**src/rtl/data_mem_responder_pkg.sv**
```systemverilog
// Memory-interface definitions shared across the core: response FSM
// encoding, default data-memory base address and word geometry.
package data_mem_responder_pkg;

  typedef enum logic [1:0] {
    ST_IDLE = 2'd0,
    ST_WAIT = 2'd1,
    ST_RESP = 2'd2
  } rsp_state_e;

  localparam logic [31:0] DMEM_BASE_ADDR = 32'h0000_2000;
  localparam int unsigned WORD_BYTES     = 4;
  localparam int unsigned WORD_BITS      = WORD_BYTES * 8;
  localparam logic [1:0]  ALIGN_MASK     = 2'b00;

  function automatic logic is_word_aligned(input logic [31:0] addr);
    return addr[1:0] == ALIGN_MASK;
  endfunction

endpackage

```
**src/rtl/data_mem_responder_word_ram.sv**
```systemverilog
// Single-port word array: synchronous write, registered read of the
// addressed word every cycle (read-before-write on a same-word store).
module word_ram
  import data_mem_responder_pkg::*;
#(
  parameter int DEPTH = 64,
  localparam int AW   = (DEPTH > 1) ? $clog2(DEPTH) : 1
) (
  input  logic                 i_clk,
  input  logic                 i_we,
  input  logic [AW-1:0]        i_addr,
  input  logic [WORD_BITS-1:0] i_wdata,
  output logic [WORD_BITS-1:0] o_rdata
);

  logic [WORD_BITS-1:0] r_mem [DEPTH];
  logic [WORD_BITS-1:0] r_rdata;

  always_ff @(posedge i_clk) begin
    if (i_we) begin
      r_mem[i_addr] <= i_wdata;
    end
    r_rdata <= r_mem[i_addr];
  end

  assign o_rdata = r_rdata;

endmodule

```
**src/rtl/data_mem_responder.sv**
```systemverilog
// Load/store responder: one request at a time over valid/ready, response
// strobe LATENCY cycles after the accept edge, with range/alignment check.
module data_mem_responder
  import data_mem_responder_pkg::*;
#(
  parameter int          DEPTH     = 64,
  parameter int          LATENCY   = 2,
  parameter logic [31:0] BASE_ADDR = DMEM_BASE_ADDR
) (
  input  logic        i_clk,
  input  logic        i_reset,
  input  logic        i_req_valid,
  output logic        o_req_ready,
  input  logic        i_req_we,
  input  logic [31:0] i_req_addr,
  input  logic [31:0] i_req_wdata,
  output logic        o_rsp_valid,
  output logic [31:0] o_rsp_rdata,
  output logic        o_rsp_err
);

  localparam int          AW       = (DEPTH > 1) ? $clog2(DEPTH) : 1;
  localparam int          CW       = (LATENCY > 1) ? $clog2(LATENCY) : 1;
  localparam logic [31:0] SPAN     = 32'(DEPTH * WORD_BYTES);
  localparam logic [CW-1:0] CNT_LOAD = CW'(LATENCY - 1);

  rsp_state_e    r_state;
  rsp_state_e    w_next;
  logic [CW-1:0] r_cnt;
  logic          r_we;
  logic          r_err;
  logic [AW-1:0] r_idx;
  logic [31:0]   r_rsp_rdata;
  logic          r_rsp_err;

  logic [31:0]   w_off;
  logic [AW-1:0] w_idx;
  logic [AW-1:0] w_ram_addr;
  logic          w_err;
  logic          w_accept;
  logic          w_ram_we;
  logic [31:0]   w_ram_rdata;
  logic [31:0]   w_rsp_rdata;

  // Offset wraps, so addresses below the base land far out of range.
  assign w_off    = i_req_addr - BASE_ADDR;
  assign w_idx    = w_off[2 +: AW];
  assign w_err    = !is_word_aligned(i_req_addr) || (w_off >= SPAN);
  assign w_accept = i_req_valid && o_req_ready && !i_reset;
  assign w_ram_we = w_accept && i_req_we && !w_err;

  // After the accept the RAM keeps reading the latched word; nothing writes
  // it until the next accept, so its read register doubles as response data.
  assign w_ram_addr = w_accept ? w_idx : r_idx;

  word_ram #(
    .DEPTH (DEPTH)
  ) u_ram (
    .i_clk   (i_clk),
    .i_we    (w_ram_we),
    .i_addr  (w_ram_addr),
    .i_wdata (i_req_wdata),
    .o_rdata (w_ram_rdata)
  );

  always_ff @(posedge i_clk) begin
    if (i_reset) begin
      r_state <= ST_IDLE;
    end else begin
      r_state <= w_next;
    end
  end

  always_comb begin
    w_next = r_state;
    unique case (r_state)
      ST_IDLE: begin
        if (w_accept) begin
          w_next = (LATENCY == 1) ? ST_RESP : ST_WAIT;
        end
      end
      ST_WAIT: begin
        if (r_cnt == CW'(1)) begin
          w_next = ST_RESP;
        end
      end
      ST_RESP: w_next = ST_IDLE;
      default: w_next = ST_IDLE;
    endcase
  end

  always_comb begin
    o_req_ready = 1'b0;
    o_rsp_valid = 1'b0;
    unique case (r_state)
      ST_IDLE: o_req_ready = 1'b1;
      ST_RESP: o_rsp_valid = 1'b1;
      default: ;
    endcase
  end

  always_ff @(posedge i_clk) begin
    if (i_reset) begin
      r_cnt <= '0;
      r_we  <= 1'b0;
      r_err <= 1'b0;
      r_idx <= '0;
    end else if (w_accept) begin
      r_cnt <= CNT_LOAD;
      r_we  <= i_req_we;
      r_err <= w_err;
      r_idx <= w_idx;
    end else if (r_state == ST_WAIT) begin
      r_cnt <= r_cnt - 1'b1;
    end
  end

  assign w_rsp_rdata = (r_we || r_err) ? 32'h0 : w_ram_rdata;

  always_ff @(posedge i_clk) begin
    if (i_reset) begin
      r_rsp_rdata <= 32'h0;
      r_rsp_err   <= 1'b0;
    end else if (r_state == ST_RESP) begin
      r_rsp_rdata <= w_rsp_rdata;
      r_rsp_err   <= r_err;
    end
  end

  assign o_rsp_rdata = (r_state == ST_RESP) ? w_rsp_rdata : r_rsp_rdata;
  assign o_rsp_err   = (r_state == ST_RESP) ? r_err       : r_rsp_err;

endmodule

```
**config.mk**
```make
export PLATFORM = sky130hd
export DESIGN_NAME = data_mem_responder
export DESIGN_NICKNAME = d
export VERILOG_FILES = /design/src/rtl/data_mem_responder_pkg.sv /design/src/rtl/data_mem_responder_word_ram.sv /design/src/rtl/data_mem_responder.sv
export SDC_FILE = /design/constraint.sdc
export NUM_CORES = 2
export LEC_CHECK = 0
export ABC_AREA = 1
export CAP_MARGIN = 40
export CELL_PAD_IN_SITES_DETAIL_PLACEMENT = 1
export CELL_PAD_IN_SITES_GLOBAL_PLACEMENT = 2
export CORE_MARGIN = 4
export CORE_UTILIZATION = 45
export CTS_BUF_LIST = sky130_fd_sc_hd__clkbuf_16
export CTS_CLUSTER_SIZE = 30
export DETAILED_ROUTE_END_ITERATION = 8
export GPL_ROUTABILITY_DRIVEN = 1
export PLACE_DENSITY_LB_ADDON = 0.1
export SLEW_MARGIN = 20
export SYNTH_ARGS = -nofsm -noshare
export SYNTH_HDL_FRONTEND = slang
export SYNTH_SLANG_ARGS = --single-unit
```
**constraint.sdc**
```tcl
create_clock -name i_clk -period 7 [get_ports i_clk]
set_input_delay 0.7 -clock i_clk [delete_from_list [all_inputs] [get_ports i_clk]]
set_output_delay 0.7 -clock i_clk [all_outputs]
set_load 0.02 [all_outputs]
```
Word-level counts from Yosys, hierarchy flattened --
Memory sizes are Yosys's and may differ from the RTL's. A register that Yosys moved wholly into a read port is not among the register bits. Index checks and enable logic that the tools add are counted.
Storage, ports and cells: register bits 44, RAM bits 2048, input port bits 68, output and inout bits 35, word-level logic and storage cells 41, memories 1
Cells by class: add/subtract/negate cells 2, order comparisons 1, eq/ne operators 4, multiplexer cells 13, reductions and logical operators 13
Memory list:
- u_ram.r_mem | words 64, width 32, read ports 1, clocked after Yosys merged registers in 1, write ports 1, RTL line data_mem_responder_word_ram.sv:16 | logic [WORD_BITS-1:0] r_mem [DEPTH];
Operator list (count):
- 2-to-1 mux 32 bit | 2
- >= comparator 32 x 9 -> 1 bit (second input constant) | 1
- subtractor 32 x 14 -> 32 bit (second input constant) | 1
- 2-to-1 mux 1 bit | 7
- 2-to-1 mux 6 bit | 1
- logical AND 1 bit | 4
- logical NOT 2 bit | 2
- 2-to-1 mux 2 bit | 2
- != test 2 bit (second input constant) | 2
- one-hot mux 2 bit (2 select lines) | 1
- logical NOT 1 bit | 3
- == test 2 x 1 -> 1 bit (second input constant) | 1
- == test 2 bit (second input constant) | 1
- logical OR 1 bit | 2
- AND reduction 2 bit | 1
- nonzero test 2 bit | 1
- subtractor 1 bit (second input constant) | 1

Depth between registers and ports, before layout --
depth after elaboration 8, gate-level depth with buffers 18, gate-level depth less buffers 15

Hierarchy --
From an unflattened synthesis, not the netlist that was laid out.
Second synthesis, totals: cell total of the unflattened synthesis 8788, area total of the unflattened synthesis 88730.1 um^2
Modules (own cells, without submodules):
- word_ram | instances 1, cells an instance 8440, area each 86503.0 um^2, sequential area each 62139.6 um^2
- data_mem_responder | instances 1, cells an instance 348, area each 2227.1 um^2, sequential area each 880.8 um^2

Worst setup path before layout --
OpenSTA, ideal clock, no wires.
kind in2reg, from in i_req_addr[13], to mem u_ram.r_mem[0][0] (netlist bit), enable pin, library setup time 421 ps, arrival 3521 ps, data required time 6579 ps, slack 3058 ps, stages on the path 12, path buffers 0, path through inv_1 > ha_1 > nand2_1 > nor2_1 > nand3_1 > nand2_1 > nand2_1 > nor2_1 > nand3_1 > nor3_4 > nand4_2 > nor2_1
Between the ends: cells in the longest elaborated chain, start to end 7
Ends and longest elaborated chain:
- start: declaration | RTL line data_mem_responder.sv:15 | input logic [31:0] i_req_addr,
- subtractor 32 x 14 -> 32 bit | RTL line data_mem_responder.sv:46 | assign w_off = i_req_addr - BASE_ADDR;
- >= comparator 32 x 9 -> 1 bit | RTL line data_mem_responder.sv:48 | assign w_err = !is_word_aligned(i_req_addr) || (w_off >= SPAN);
- logical OR 1 bit | RTL line data_mem_responder.sv:48
- logical NOT 1 bit | RTL line data_mem_responder.sv:50 | assign w_ram_we = w_accept && i_req_we && !w_err;
- logical AND 1 bit | RTL line data_mem_responder.sv:50
- 2-to-1 mux 1 bit | RTL line data_mem_responder_word_ram.sv:20 | if (i_we) begin
- 2-to-1 mux 1 bit (implied by the code) | RTL line data_mem_responder_word_ram.sv:21 | r_mem[i_addr] <= i_wdata;
- end: declaration | RTL line data_mem_responder_word_ram.sv:16
Every way passes these cells.

Worst setup path in the final report --
from reg r_state[1], to reg u_ram.r_rdata[22] (netlist: u_ram.o_rdata[22]), read port of u_ram.r_mem
Between the ends: cells in the longest elaborated chain, start to end 5
Ends and longest elaborated chain:
- start: declaration | RTL line data_mem_responder.sv:27 | rsp_state_e r_state;
- start signal: assignment | RTL line data_mem_responder.sv:70 | r_state <= w_next;
- logical NOT 2 bit | RTL line data_mem_responder.sv:95 | unique case (r_state)
- 2-to-1 mux 1 bit | RTL line data_mem_responder.sv:95
- logical AND 1 bit (2 in series) | RTL line data_mem_responder.sv:49 | assign w_accept = i_req_valid && o_req_ready && !i_reset;
- 2-to-1 mux 6 bit
- end: declaration | RTL line data_mem_responder_word_ram.sv:17 | logic [WORD_BITS-1:0] r_rdata;
Every way passes these cells. A chain may end at the register's enable or synchronous reset.

==> metrics.cfg <==
[outcome]
outcome = completed

[critical_path]
critPathLaunchType = flip-flop
r2r_cells = 14
critical_path_class = reg2reg
crit_fanout = 116
rrSetupSlack_ps = 2820
cp.required_ps = 7790
rr_startpoint = r_state[1]
critPathLaunch = r_state[1]
endpoint = u_ram.o_rdata[22]
cp.arrival_ps = 4970
cp-end-kind = flip-flop
r2r-end = u_ram.o_rdata[22]

[timing]
final.setup.tns_ps = 0
worst_pin_slew_ps = 1140
period_needed_ps = 4180
maxSlewHeadroom = 0.238
post-route-period-util = 0.597
clock-skew-final_ps = 35.4
fmax_mhz = 239
rsz0062_at_grt = false
setup-violations-final = 0
setup_ws_ps = 2820
finalHoldViolCount = 0
timing.final.max_slew_violations = 0

[finish]
multi_input_area_um2 = 24200
nets = 8962
syn_to_final_growth_pct = 13.8
nFillCells = 21253
post_route_cells_drive_above_1_share = 0.0745
layout_commonest_cell = nand2_1
final_cell_mix = nand2_1, edfxtp_1, clkbuf_16
register_area_um2 = 63000

[cts]
cts_tree = built
htreeDepth = 4
clkLatencyLatePin_ps = 860
cts_setup_buffers = 0
clock_path_buffers = 3
numCtsBuffers = 225
clock_sinks = 2124
hold_buffers = 0
ctsResizeCount = 0
clk_pin_slew_ps = 60
cts-root-buf = clkbuf_16

[grt]
grt_pass1_wl_mm = 432
busiest_layer = met2
grt_pass1_vias = 63566
track_usage = 0.287
grt_overflow = 0
grt_max_degree = 152
antenna_found_initial = 13
grtUsageMet3 = 0.0393
use_met1 = 0.388
met2_usage = 0.477

[place]
place_congestion = 0.893
hpwl_mm = 186
port_buffers = 102
post-place-ws_ps = 2090

[drt]
drt-initial-drc-count = 5233
wl_mm = 298
post_drt_wl_per_cell_um = 25.4
viasPerCell = 5.32
ant_nets = 0
drc = 0
dr.pass1.iters = 5
vias = 62280

[synthesis]
synthTopCellsByArea = edfxtp_1, nand2_1, buf_2
syn-num-nets = 8850
synthCells = 8781
ys.flop_type = edfxtp_1
synth-edff-count = 2048
yosysSeqAreaShare = 0.708
yosysWarnings = 0
ys_ff_latch = 2124
ys_types = 37
yosys.area.top_type = edfxtp_1
yosysTopAreaCellShare = 0.691
async_flop_share = 0
avgSynthCellArea_um2 = 10.1
netlist_area_um2 = 89000

[pwr]
power_leakage_nw = 42.0
combPwrFrac = 0.108
internal_power_mw = 21.0
pwr-share-seq = 0.494
peakVddDrop_uv = 208
p_clk_frac = 0.397
switchingPower_mw = 7.43
power_density_nw_per_um2 = 281
swShare = 0.261

[run]
maxCapViolCount = 0

[floorplan]
fp.dieW_um = 453
initial_core_util = 0.454
dieArea_um2 = 205000
row_count = 162
core_um2 = 196000
ios = 103
die_h_um = 453

[min_path]
hold_class = in2reg

critical path, stage by stage (launching register included):
cell,delay (ps)
dfxtp_1,330
nor2_4,180
nand2_2,280
o21ai_4,350
buf_4,350
buf_12,470
buf_4,730
nand2_1,130
nand2_1,90
nand2_1,80
nand2_1,170
nand2_1,90
nand2_1,180
nor2_1,200
nand2_1,130
power groups by stage:
stage / Clock (mW) / Sequential, mW / Combinational (mW)
5_1_grt: 12.1 / 14.1 / 3.37
3_5_place_dp: 0 / 14.3 / 3.08
3_3_place_gp: 0 / 14.3 / 2.99
6_report: 11.3 / 14.1 / 3.08
2_1_floorplan: 0 / 14.3 / 1.68
4_1_cts: 11.5 / 14.1 / 3.10
registers in the layout, summed over array words and instances, names as in the netlist:
| signal | flops |
|---|---|
| r_cnt | 1 |
| r_err | 1 |
| r_idx | 6 |
| r_rsp_err | 1 |
| r_rsp_rdata | 32 |
| r_state | 2 |
| r_we | 1 |
| u_ram.o_rdata | 32 |
| u_ram.r_mem | 2048 |
metal layers:
layer,vias up,wire (um)
li1,28563,-
met1,31635,127000
met2,1639,143000
met3,441,16000
met4,2,11800
met5,-,16
worst min-delay path by stage:
stage,from,to,cells after the start
global placement,r_cnt,r_state[1],2
finish,i_req_wdata[13],u_ram.r_mem[44][13],1
detailed placement,r_cnt,r_state[1],2
global route,i_req_wdata[13],u_ram.r_mem[42][13],1
CTS,i_req_wdata[13],u_ram.r_mem[45][13],1
floorplan,r_cnt,r_state[1],2
per-stage QoR:
| stage | hold slack (ps) | util | std cells | total power [mW] | instance area, um2 |
|---|---|---|---|---|---|
| floorplan | 430 | - | 8781 | 15.9 | 89000 |
| global placement | 444 | 0.475 | 11229 | 17.3 | 93000 |
| detailed placement | 454 | 0.481 | 11286 | 17.4 | 94300 |
| CTS | 68.9 | 0.517 | 11690 | 28.7 | 101000 |
| global route | 108 | 0.517 | 11695 | 29.5 | 101000 |
| finish | 141 | 0.517 | 11699 | 28.5 | 101000 |
Yosys cell counts, types with 9 or more instances:
| master | count |
|---|---|
| dfxtp_1 | 76 |
| edfxtp_1 | 2048 |
| buf_1 | 22 |
| nand2_1 | 5863 |
| inv_1 | 30 |
| nor2_1 | 176 |
| buf_2 | 318 |
| clkbuf_1 | 77 |
| inv_2 | 9 |
| or2_2 | 25 |
| nand3_1 | 30 |
| a21oi_1 | 34 |
layout make-up:
cell class / instances / share of cell area
Antenna cell: 5 / 0.000124
Clock buffer: 231 / 0.0571
Clock inverter: 173 / 0.0108
Inverter: 42 / 0.00158
Multi-Input combinational cell: 6183 / 0.239
Sequential cell: 2124 / 0.622
Tap cell: 2624 / 0.0324
Timing Repair Buffer: 317 / 0.0363
cells by family after synthesis:
kind of cell / count (synthesis) / share of synthesized area
AOI/OAI and AO/OA: 46 / 0.00295
and+or+nand+nor: 6133 / 0.263
adders and majority gates: 1 / 0.000141
xor gates and xnor gates: 3 / 0.000295
buffers and inverters: 474 / 0.0255
DFF: 2124 / 0.708
(Power assumes the default switching activity.)
